`config.mk`:
```
export PLATFORM = sky130hd
export DESIGN_NAME = mult_booth
export DESIGN_NICKNAME = d
export VERILOG_FILES = /design/src/rtl/mult_booth_pkg.sv /design/src/rtl/mult_booth_step.sv /design/src/rtl/mult_booth.sv
export SDC_FILE = /design/constraint.sdc
export NUM_CORES = 1
export LEC_CHECK = 0
export CORE_MARGIN = 2
export CORE_UTILIZATION = 35
export DETAILED_ROUTE_END_ITERATION = 10
export PLACE_DENSITY = 0.58
export SLEW_MARGIN = 0
export SYNTH_ARGS = -nofsm -noshare
export SYNTH_HDL_FRONTEND = slang
export SYNTH_SLANG_ARGS = --single-unit
```
`constraint.sdc`:
```
create_clock -name clk -period 8.2 [get_ports clk]
set_input_delay 1.64 -clock clk [delete_from_list [all_inputs] [get_ports clk]]
set_output_delay 1.64 -clock clk [all_outputs]
set_load 0.05 [all_outputs]
```
`src/rtl/mult_booth_pkg.sv`:
```
// rtl/mult_booth_pkg.sv - shared multiplier constants and FSM state encoding
// Contents:
//   WIDTH    operand width (32)
//   STEPS    Booth steps per multiply (32)
//   COUNT_W  width of the step counter (holds 0..STEPS)
//   state_t  IDLE=0, RUN=1, DONE=2
package mult_booth_pkg;

    localparam int WIDTH   = 32;
    localparam int STEPS   = 32;
    localparam int COUNT_W = $clog2(STEPS + 1);

    typedef enum logic [1:0] {
        IDLE = 2'd0,
        RUN  = 2'd1,
        DONE = 2'd2
    } state_t;

endpackage

```
`src/rtl/mult_booth_step.sv`:
```
// rtl/mult_booth_step.sv - one combinational radix-2 Booth step
// Module booth_step ports:
//   i_acc  [WIDTH:0]    accumulator (one guard bit so -M of 0x80000000 fits)
//   i_q    [WIDTH-1:0]  multiplier shift register Q
//   i_q_m1              Q-1 bit
//   i_m    [WIDTH-1:0]  latched multiplicand M
//   o_acc, o_q, o_q_m1  {acc,Q,Q-1} after add/sub and arithmetic right shift
module booth_step
    import mult_booth_pkg::*;
(
    input  logic [WIDTH:0]   i_acc,
    input  logic [WIDTH-1:0] i_q,
    input  logic             i_q_m1,
    input  logic [WIDTH-1:0] i_m,
    output logic [WIDTH:0]   o_acc,
    output logic [WIDTH-1:0] o_q,
    output logic             o_q_m1
);

    logic [WIDTH:0] w_m_ext;
    logic [WIDTH:0] w_sum;

    assign w_m_ext = {i_m[WIDTH-1], i_m};

    always_comb begin
        w_sum = i_acc;
        case ({i_q[0], i_q_m1})
            2'b10:   w_sum = i_acc - w_m_ext;
            2'b01:   w_sum = i_acc + w_m_ext;
            default: w_sum = i_acc;
        endcase
    end

    // Arithmetic right shift of the concatenation {sum, Q, Q-1}.
    assign o_acc  = {w_sum[WIDTH], w_sum[WIDTH:1]};
    assign o_q    = {w_sum[0], i_q[WIDTH-1:1]};
    assign o_q_m1 = i_q[0];

endmodule

```
`src/rtl/mult_booth.sv`:
```
// rtl/mult_booth.sv - sequential signed 32x32 radix-2 Booth multiplier
// Ports:
//   clk            rising-edge clock
//   reset          synchronous active-high reset, priority over start
//   start          multiply request, sampled only in IDLE
//   a_in, b_in     signed multiplicand / multiplier, latched on acceptance
//   hi_out, lo_out upper / lower half of the 64-bit product, held between completions
//   busy           high in RUN
//   done           one-cycle pulse in DONE when hi_out/lo_out hold a new product
module mult_booth
    import mult_booth_pkg::*;
(
    input  logic             clk,
    input  logic             reset,
    input  logic             start,
    input  logic [WIDTH-1:0] a_in,
    input  logic [WIDTH-1:0] b_in,
    output logic [WIDTH-1:0] hi_out,
    output logic [WIDTH-1:0] lo_out,
    output logic             busy,
    output logic             done
);

    state_t r_state;
    state_t w_next_state;

    logic [WIDTH:0]   r_acc;
    logic [WIDTH-1:0] r_q;
    logic             r_q_m1;
    logic [WIDTH-1:0] r_m;
    logic [COUNT_W-1:0] r_count;
    logic [WIDTH-1:0] r_hi;
    logic [WIDTH-1:0] r_lo;

    logic [WIDTH:0]   w_acc;
    logic [WIDTH-1:0] w_q;
    logic             w_q_m1;

    booth_step u_step (
        .i_acc  (r_acc),
        .i_q    (r_q),
        .i_q_m1 (r_q_m1),
        .i_m    (r_m),
        .o_acc  (w_acc),
        .o_q    (w_q),
        .o_q_m1 (w_q_m1)
    );

    always_ff @(posedge clk) begin
        if (reset) begin
            r_state <= IDLE;
        end else begin
            r_state <= w_next_state;
        end
    end

    always_comb begin
        w_next_state = r_state;
        busy         = 1'b0;
        done         = 1'b0;
        case (r_state)
            IDLE: begin
                if (start) begin
                    w_next_state = RUN;
                end
            end
            RUN: begin
                busy = 1'b1;
                // Counter reaches zero after the last step; this edge only
                // publishes the product.
                if (r_count == '0) begin
                    w_next_state = DONE;
                end
            end
            DONE: begin
                done         = 1'b1;
                w_next_state = IDLE;
            end
            default: begin
                w_next_state = IDLE;
            end
        endcase
    end

    always_ff @(posedge clk) begin
        if (reset) begin
            r_acc   <= '0;
            r_q     <= '0;
            r_q_m1  <= 1'b0;
            r_m     <= '0;
            r_count <= '0;
            r_hi    <= '0;
            r_lo    <= '0;
        end else begin
            case (r_state)
                IDLE: begin
                    if (start) begin
                        r_m     <= a_in;
                        r_acc   <= '0;
                        r_q     <= b_in;
                        r_q_m1  <= 1'b0;
                        r_count <= COUNT_W'(STEPS);
                    end
                end
                RUN: begin
                    if (r_count != '0) begin
                        r_acc   <= w_acc;
                        r_q     <= w_q;
                        r_q_m1  <= w_q_m1;
                        r_count <= r_count - 1'b1;
                    end else begin
                        // Product is {acc[WIDTH-1:0], Q}; the guard bit only
                        // mirrors the sign at this point.
                        r_hi <= r_acc[WIDTH-1:0];
                        r_lo <= r_q;
                    end
                end
                default: begin
                end
            endcase
        end
    end

    assign hi_out = r_hi;
    assign lo_out = r_lo;

endmodule
```
==> metrics.md, run 1 <==
| Metric | Value |
|---|---|
| Status | finished clean |
| Core ar. | 24400 µm² |
| Area of the multi-input gates | 4970 µm² |
| Final Wtd Congestion | 0.907 |
| Power per cell area | 288 nW/µm² |
| CTS tree | done |
| WL/cell | 15.1 µm |
| Max-Cap Viols | 0 |
| Int Pwr | 1810 µW |
| ANT cells | 0 |
| Worst Path Arrival | 4940 ps |
| Synth top area share | 38.9% |
| Post-CTS Hold Fix Bufs | 0 |
| Sequential power share | 33.0% |
| Layout cells sized above 1 | 4.92% |
| CTS buffer count | 17 |
| Clock Latency Late Sink | 430 ps |
| Ys Warns | 0 |
| Row count | 57 |
| Seq. cell area | 3380 µm² |
| Critical Path RT | 8560 ps |
| Sequential area share after synthesis | 38.9% |
| Die Span Y | 162 µm |
| Io pins | 133 |
| Vias in the first global route | 7418 |
| Top cells by area, synth | dfxtp_1 (39%), nand2_1 (13%), a21oi_1 (9.2%) |
| IO Port Bufs | 132 |
| First-pass GRT wire length | 37.8 mm |
| Syn avg cell area | 7.59 µm² |
| H-tree depth | 4 |
| Hold/Removal Path Class | reg -> reg |
| Post-DP Area | 10200 µm² |
| Post-synth EDFFs | 0 |
| Worst Skew | 16.6 ps |
| Fill cell total of the finished layout | 2566 |
| DRT antenna net count | 0 |
| Dpl ws | 3690 ps |
| Worst-path cell chain | inv_1, ha_1, or4b_2, nor3b_2, nor3b_2, nor2_1, xnor2_1, ha_1, nand3_1, nor2_1, a221o_1, a31o_2, a41oi_1, o31a_1, or4_1, o211ai_2 |
| Crit end category | flip-flop |
| All-Layer GR Usage | 17.7% |
| Critical Path Start Type | flip-flop |
| CP Class | reg -> reg |
| Sw frac | 41.9% |
| Register bit count reported by yosys | 169 |
| Initial antenna violation count | 0 |
| Ys flop type | dfxtp_1 |
| Residual DRC | 0 |
| Drt first pass iters | 6 |
| Post-Syn Nets | 1250 |
| Synth async-reset ratio | 0% |
| CTS Sinks | 169 |
| CP max stage delay | 660 ps |
| Synth unique cells | 63 |
| Vias | 8114 |
| Most frequent cells after synthesis | nand2_1 (298), dfxtp_1 (169), a21oi_1 (160), nor2_1 (81), clkbuf_1 (70) |
| Leakage | 0.00406 µW |
| DP HPWL | 16.6 mm |
| RSZ-0062 raised after global routing | false |
| DIE AREA | 26100 µm² |
| Tmin final | 4580 ps |
| Pin count of the biggest net entering global routing | 94 |
| Count leader, synth | nand2_1 |
| Core Util, Final | 44.4% |
| Sw power | 1310 µW |
| Fin nets | 1331 |
| Gate power share | 40.6% |
| Postcts setup bufs | 0 |
| Final Max Tran Viols | 0 |
| Clock network power share | 26.4% |
| Gate Count Post-Synth | 1147 |
| Starting DRC count in detailed routing | 518 |
| Clock-pin transition on the worst setup and hold timing paths | 80 ps |
| Slew of the pin with the lowest slew margin | 1180 ps |
| Die X | 162 µm |
| GR Overflow Total | 0 |
| Setup TNS | 0 ps |
| Slew margin rel. | 21.2% |
| Clock Path Buffers | 2 |
| Post-layout worst setup margin | 3620 ps |
| Slowest-stage cell, CP | or4b_2 |
| Clk root buf | clkbuf_16 |
| WL final | 23.6 mm |
| Fin Hold WS | 453 ps |
| Post-cts resize count | 0 |
| Worst Path Max Fanout | 6 |
| Syn Std Cell Area | 8700 µm² |
| Final hold violation count | 0 |
| Largest area contributor in the netlist | dfxtp_1 |
| Vias per std cell | 5.18 |
| Fin area | 10800 µm² |
| Layout Area Growth over Synthesis | 24.4% |
| Fin crit share | 55.9% |
| Starting Density | 35.7% |
| # setup viols final | 0 |
| Achievable Freq | 218 MHz |
| Peak supply drop | 0.106 mV |
## kinds of logic after synthesis
family                   after synthesis  synth area share, %
AND/OR/NAND/NOR                      469                 22.9
multiplexers                           3                0.359
flip-flops                           169                 38.9
buffers and inverters                 98                 4.24
AO/OA/AOI/OAI                        309                 22.1
XOR/XNOR                              63                 6.34
adder cells (fa/ha/maj)               36                 5.26
## final cells by class
class / instances / area share [%]
tap: 324 / 3.74
clock buffer: 17 / 3.93
sequential: 169 / 31.2
inverter: 19 / 0.658
timing repair buffer: 141 / 12.8
multi-input combinational: 880 / 45.9
clock inverter: 15 / 1.78
## worst paths after layout
check,from,endpoint,slack (ps),depth (start not counted)
max,r_m[0],r_acc[31],3620,16
min,hi_out[20],hi_out[20],450,2
max reg2reg,r_m[0],r_acc[31],3620,16
min reg2reg,hi_out[20],hi_out[20],450,2
## power by group through the flow
stage / Combinational, µW / Clock (µW) / Sequential, µW
after floorplan: 907 / 0 / 1070
after global placement: 1250 / 0 / 1050
after detailed placement: 1260 / 0 / 1050
after CTS: 1260 / 849 / 1030
after global routing: 1410 / 881 / 1040
final: 1270 / 824 / 1030
## per-stage QoR
stage	total power (µW)	instances
CTS	3140	1565
detailed placement	2310	1533
floorplan	1980	1147
global route	3340	1565
finish	3120	1565
global placement	2300	1533
## sequential cells by signal, summed over array words and instances (netlist names)
register,flops
hi_out,32
lo_out,32
r_acc,32
r_m,32
r_q,32
r_count,6
r_state,2
r_q_m1,1
## cell usage in the layout (no fill, tap or decap), types with 3 or more instances in the layout
cell / n
nor3_1: 19
xnor2_1: 21
or3_1: 3
or4_1: 3
a222oi_1: 7
o21ai_0: 24
nand4_1: 6
o21bai_1: 3
inv_8: 4
nor4_1: 8
clkinv_8: 5
nand3_1: 22
a311oi_1: 31
a22oi_1: 14
nor2_1: 79
xor2_1: 42
a21oi_1: 160
ha_1: 35
inv_1: 17
o21a_1: 3
and2_1: 3
nand2b_1: 4
buf_4: 10
o22ai_1: 13
nand2_1: 296
clkdlybuf4s50_1: 131
dfxtp_1: 169
nor2b_1: 4
and3_1: 5
clkbuf_16: 17
o211ai_1: 6
a21o_1: 13
a31oi_1: 9
o31ai_1: 3
a211oi_1: 3
## critical path, delay by kind of cell, from the launching register on
kind	cells	cell delay (ps)
AND/OR/NAND/NOR	7	2390
AO/OA/AOI/OAI	5	970
adder cells (fa/ha/maj)	2	560
flip-flops	1	360
XOR/XNOR	1	140
buffers and inverters	1	70
## layer usage
metal | share of wire (%) | vias to the layer above | track usage (%)
li1 | - | 4168 | -
met1 | 50 | 3709 | 25.1
met2 | 44 | 216 | 28.0
met3 | 4.8 | 21 | 3.06
met4 | 1.0 | 0 | 4.06
met5 | 0 | - | 0
Note: power is estimated with default switching activity, not from simulation.
==> run 2: changes to the inputs <==
--- a/config.mk
+++ b/config.mk
@@ -8,7 +8,7 @@
 export CORE_MARGIN = 2
 export CORE_UTILIZATION = 35
 export DETAILED_ROUTE_END_ITERATION = 10
-export PLACE_DENSITY = 0.58
+export PLACE_DENSITY = 0.6
 export SLEW_MARGIN = 0
 export SYNTH_ARGS = -nofsm -noshare
 export SYNTH_HDL_FRONTEND = slang
==> constraint.sdc (replaced) <==
create_clock -name clk -period 4.07 [get_ports clk]
set_input_delay 0.814 -clock clk [delete_from_list [all_inputs] [get_ports clk]]
set_output_delay 0.814 -clock clk [all_outputs]
set_load 0.05 [all_outputs]
==> run 2 against run 1 <==
Routed wire length rose by 3.2%. Sequential power up 100%. Setup slack worse by 3500 ps. Core utilization increased by 2.1 points. Clock-buffer cell count did not move. Global-route usage rose by 0.39 points. Via count is 2.1% higher. Sequential share of layout area fell by 1.3 points. First-iteration DRC count is 21% higher. Final area rose by 4.7%. Critical path type unchanged. Largest power group unchanged.
==> metrics.md, run 2 (synthesized netlist as in run 1, its figures left out) <==
| Metric | Value |
|---|---|
| Status | finished clean |
| Residual DRC | 0 (unchanged) |
| All-Layer GR Usage | 18.0% (+0.39 points) |
| CTS tree | done |
| CP Depth | 14 (-2) |
| Drt first pass iters | 5 (-1) |
| Cells after DPL | 1582 (+3.2%) |
| Slowest-stage cell, CP | or4_4 |
| WL final | 24.3 mm (+3.2%) |
| DP HPWL | 17.4 mm (+5.4%) |
| H-tree depth | 4 (unchanged) |
| GR Overflow Total | 0 (unchanged) |
| Hold Crit Start | hi_out[5] |
| Grt peak-use layer | met2 |
| Pin count of the biggest net entering global routing | 91 (-3.2%) |
| Routing usage on met3 | 3.09% (+0.026 points) |
| Critical Path Start Type | flip-flop |
| Leakage | 0.00435 µW (+6.9%) |
| Final Max Tran Viols | 0 (unchanged) |
| # setup viols final | 0 (unchanged) |
| Crit end category | flip-flop |
| RSZ-0062 raised after global routing | true |
| Tmin final | 3990 ps (-590 ps) |
| Initial antenna violation count | 0 (unchanged) |
| CP Class | reg -> reg |
| Worst r2r src | r_m[11] |
| Crit path launch | r_m[11] |
| Fin crit share | 98.0% (+42 points) |
| Vias in the first global route | 7364 (-0.73%) |
| ANT cells | 0 (unchanged) |
| Critical Path RT | 4340 ps (-4220 ps) |
| Hold-critical path depth | 2 (unchanged) |
| Die Span Y | 162 µm (unchanged) |
| Worst Path Arrival | 4260 ps (-680 ps) |
| Worst Skew | 13.8 ps (-2.77 ps) |
| Dpl ws | 67.1 ps (-3630 ps) |
| Slew margin rel. | 35.1% (+14 points) |
| Clock Path Buffers | 2 (unchanged) |
| Commonest non-fill, non-tap cells in the layout | nand2_1 (296), dfxtp_1 (167), a21oi_1 (156), clkdlybuf4s50_1 (131), nor2_1 (78) |
| Vias | 8287 (+2.1%) |
| Io pins | 133 (unchanged) |
| Post-layout worst setup margin | 79.6 ps (-3540 ps) |
| Row count | 57 (unchanged) |
| Fill cell total of the finished layout | 2521 (-1.8%) |
| Power per cell area | 583 nW/µm² (+100%) |
| Hold/Removal Path Class | reg -> reg |
| Final total power | 6610 µW (+110%) |
| Max-Cap Viols | 0 (unchanged) |
| First-pass GRT wire length | 38.3 mm (+1.4%) |
| Fin area | 11300 µm² (+4.7%) |
| CTS buffer count | 17 (unchanged) |
| Starting Density | 35.7% (unchanged) |
| Post-route insts no fill | 1618 (+3.4%) |
| Family with the most delay on the worst path | simple AND/OR/NAND/NOR gates |
| Post-DP Area | 10600 µm² (+3.6%) |
| Clock-pin transition on the worst setup and hold timing paths | 70 ps (about the same) |
| Final hold violation count | 0 (unchanged) |
| DIE AREA | 26100 µm² (unchanged) |
| Core ar. | 24400 µm² (unchanged) |
| Core Util, Final | 46.5% (+2.1 points) |
| Die X | 162 µm (unchanged) |
| WL/cell | 15.0 µm (-0.23%) |
| Final Wtd Congestion | 0.926 (+2.0%) |
| CP max stage delay | 550 ps (-110 ps) |
| Met2 usage | 28.4% (+0.41 points) |
| Starting DRC count in detailed routing | 629 (+21%) |
| Vias per std cell | 5.12 (-1.2%) |
| CTS Sinks | 169 (unchanged) |
| Worst-path cell chain | or4_4, or4_4, nor3b_4, buf_6, a21oi_4, xor2_1, ha_1, a21oi_2, o21ai_1, or3_1, o211ai_1, a21oi_2, nor3_1, o32ai_2 |
| IO Port Bufs | 132 (unchanged) |
| Fin nets | 1384 (+4.0%) |
| Layout Area Growth over Synthesis | 30.3% |
| Worst R2R Path Depth | 14 (-2) |
| Clk root buf | clkbuf_16 |
| Worst Path Max Fanout | 4 (-2) |
| Commonest non-fill, non-tap cell in the layout | nand2_1 |
| Layout cells sized above 1 | 9.97% (+5.1 points) |
| Met1 Use GR | 26.3% (+1.1 points) |
| Peak supply drop | 0.349 mV (+230%) |
| Slew of the pin with the lowest slew margin | 973 ps (-205 ps) |
| CP bufs+invs | 1 (unchanged) |
| Achievable Freq | 251 MHz (+15%) |
| DRT antenna net count | 0 (unchanged) |
| Clock Latency Late Sink | 430 ps (about the same) |
[run 2: what timing repair did]
item / 4_1_cts / 5_1_grt
hold buffers: 0 / 0
resized for setup: 0 / 26
setup endpoints to repair: 0 / 10
setup buffers: 0 / 4
[run 2: tightest hold or removal path, stage by stage (launching register included)]
cell and delay (ps):
dfxtp_1 310, nand2_1 50, a21oi_1 50
[run 2: area by class of cell]
| class | instances | area (µm²) | share of cell area [%] |
|---|---|---|---|
| clock buffers | 17 | 425 | 3.75 |
| clock inverters | 15 | 201 | 1.78 |
| inverters | 19 | 71.3 | 0.629 |
| multi-input cells | 880 | 5060 | 44.6 |
| flip-flops and latches | 169 | 3390 | 29.9 |
| well taps | 324 | 405 | 3.57 |
| repair buffers | 194 | 1790 | 15.8 |
[run 2: report_power, final]
group	internal, µW	total (µW)	switching (µW)
logic	1150	2850	1700
registers	1870	2080	202
clock network	892	1690	796
total	3920	6610	2700
[run 2: path summary, 6_finish.rpt]
path              slack (ps)        end
setup / recovery          80  r_acc[28]
setup reg to reg          80  r_acc[28]
hold reg to reg          450  hi_out[5]
hold / removal           450  hi_out[5]
[run 2: through the flow]
step,setup TNS (ps),hold WS [ps]
2_1_floorplan,0,445
3_3_place_gp,0,441
3_5_place_dp,0,446
4_1_cts,0,458
5_1_grt,-280,473
6_report,0,453
[run 2: routing by layer]
metal  routed length, µm  part of all wire, %
met5                   0                    0
met1               12600                   52
met2               10700                   44
met3                 939                  3.9
met4                 112                 0.46
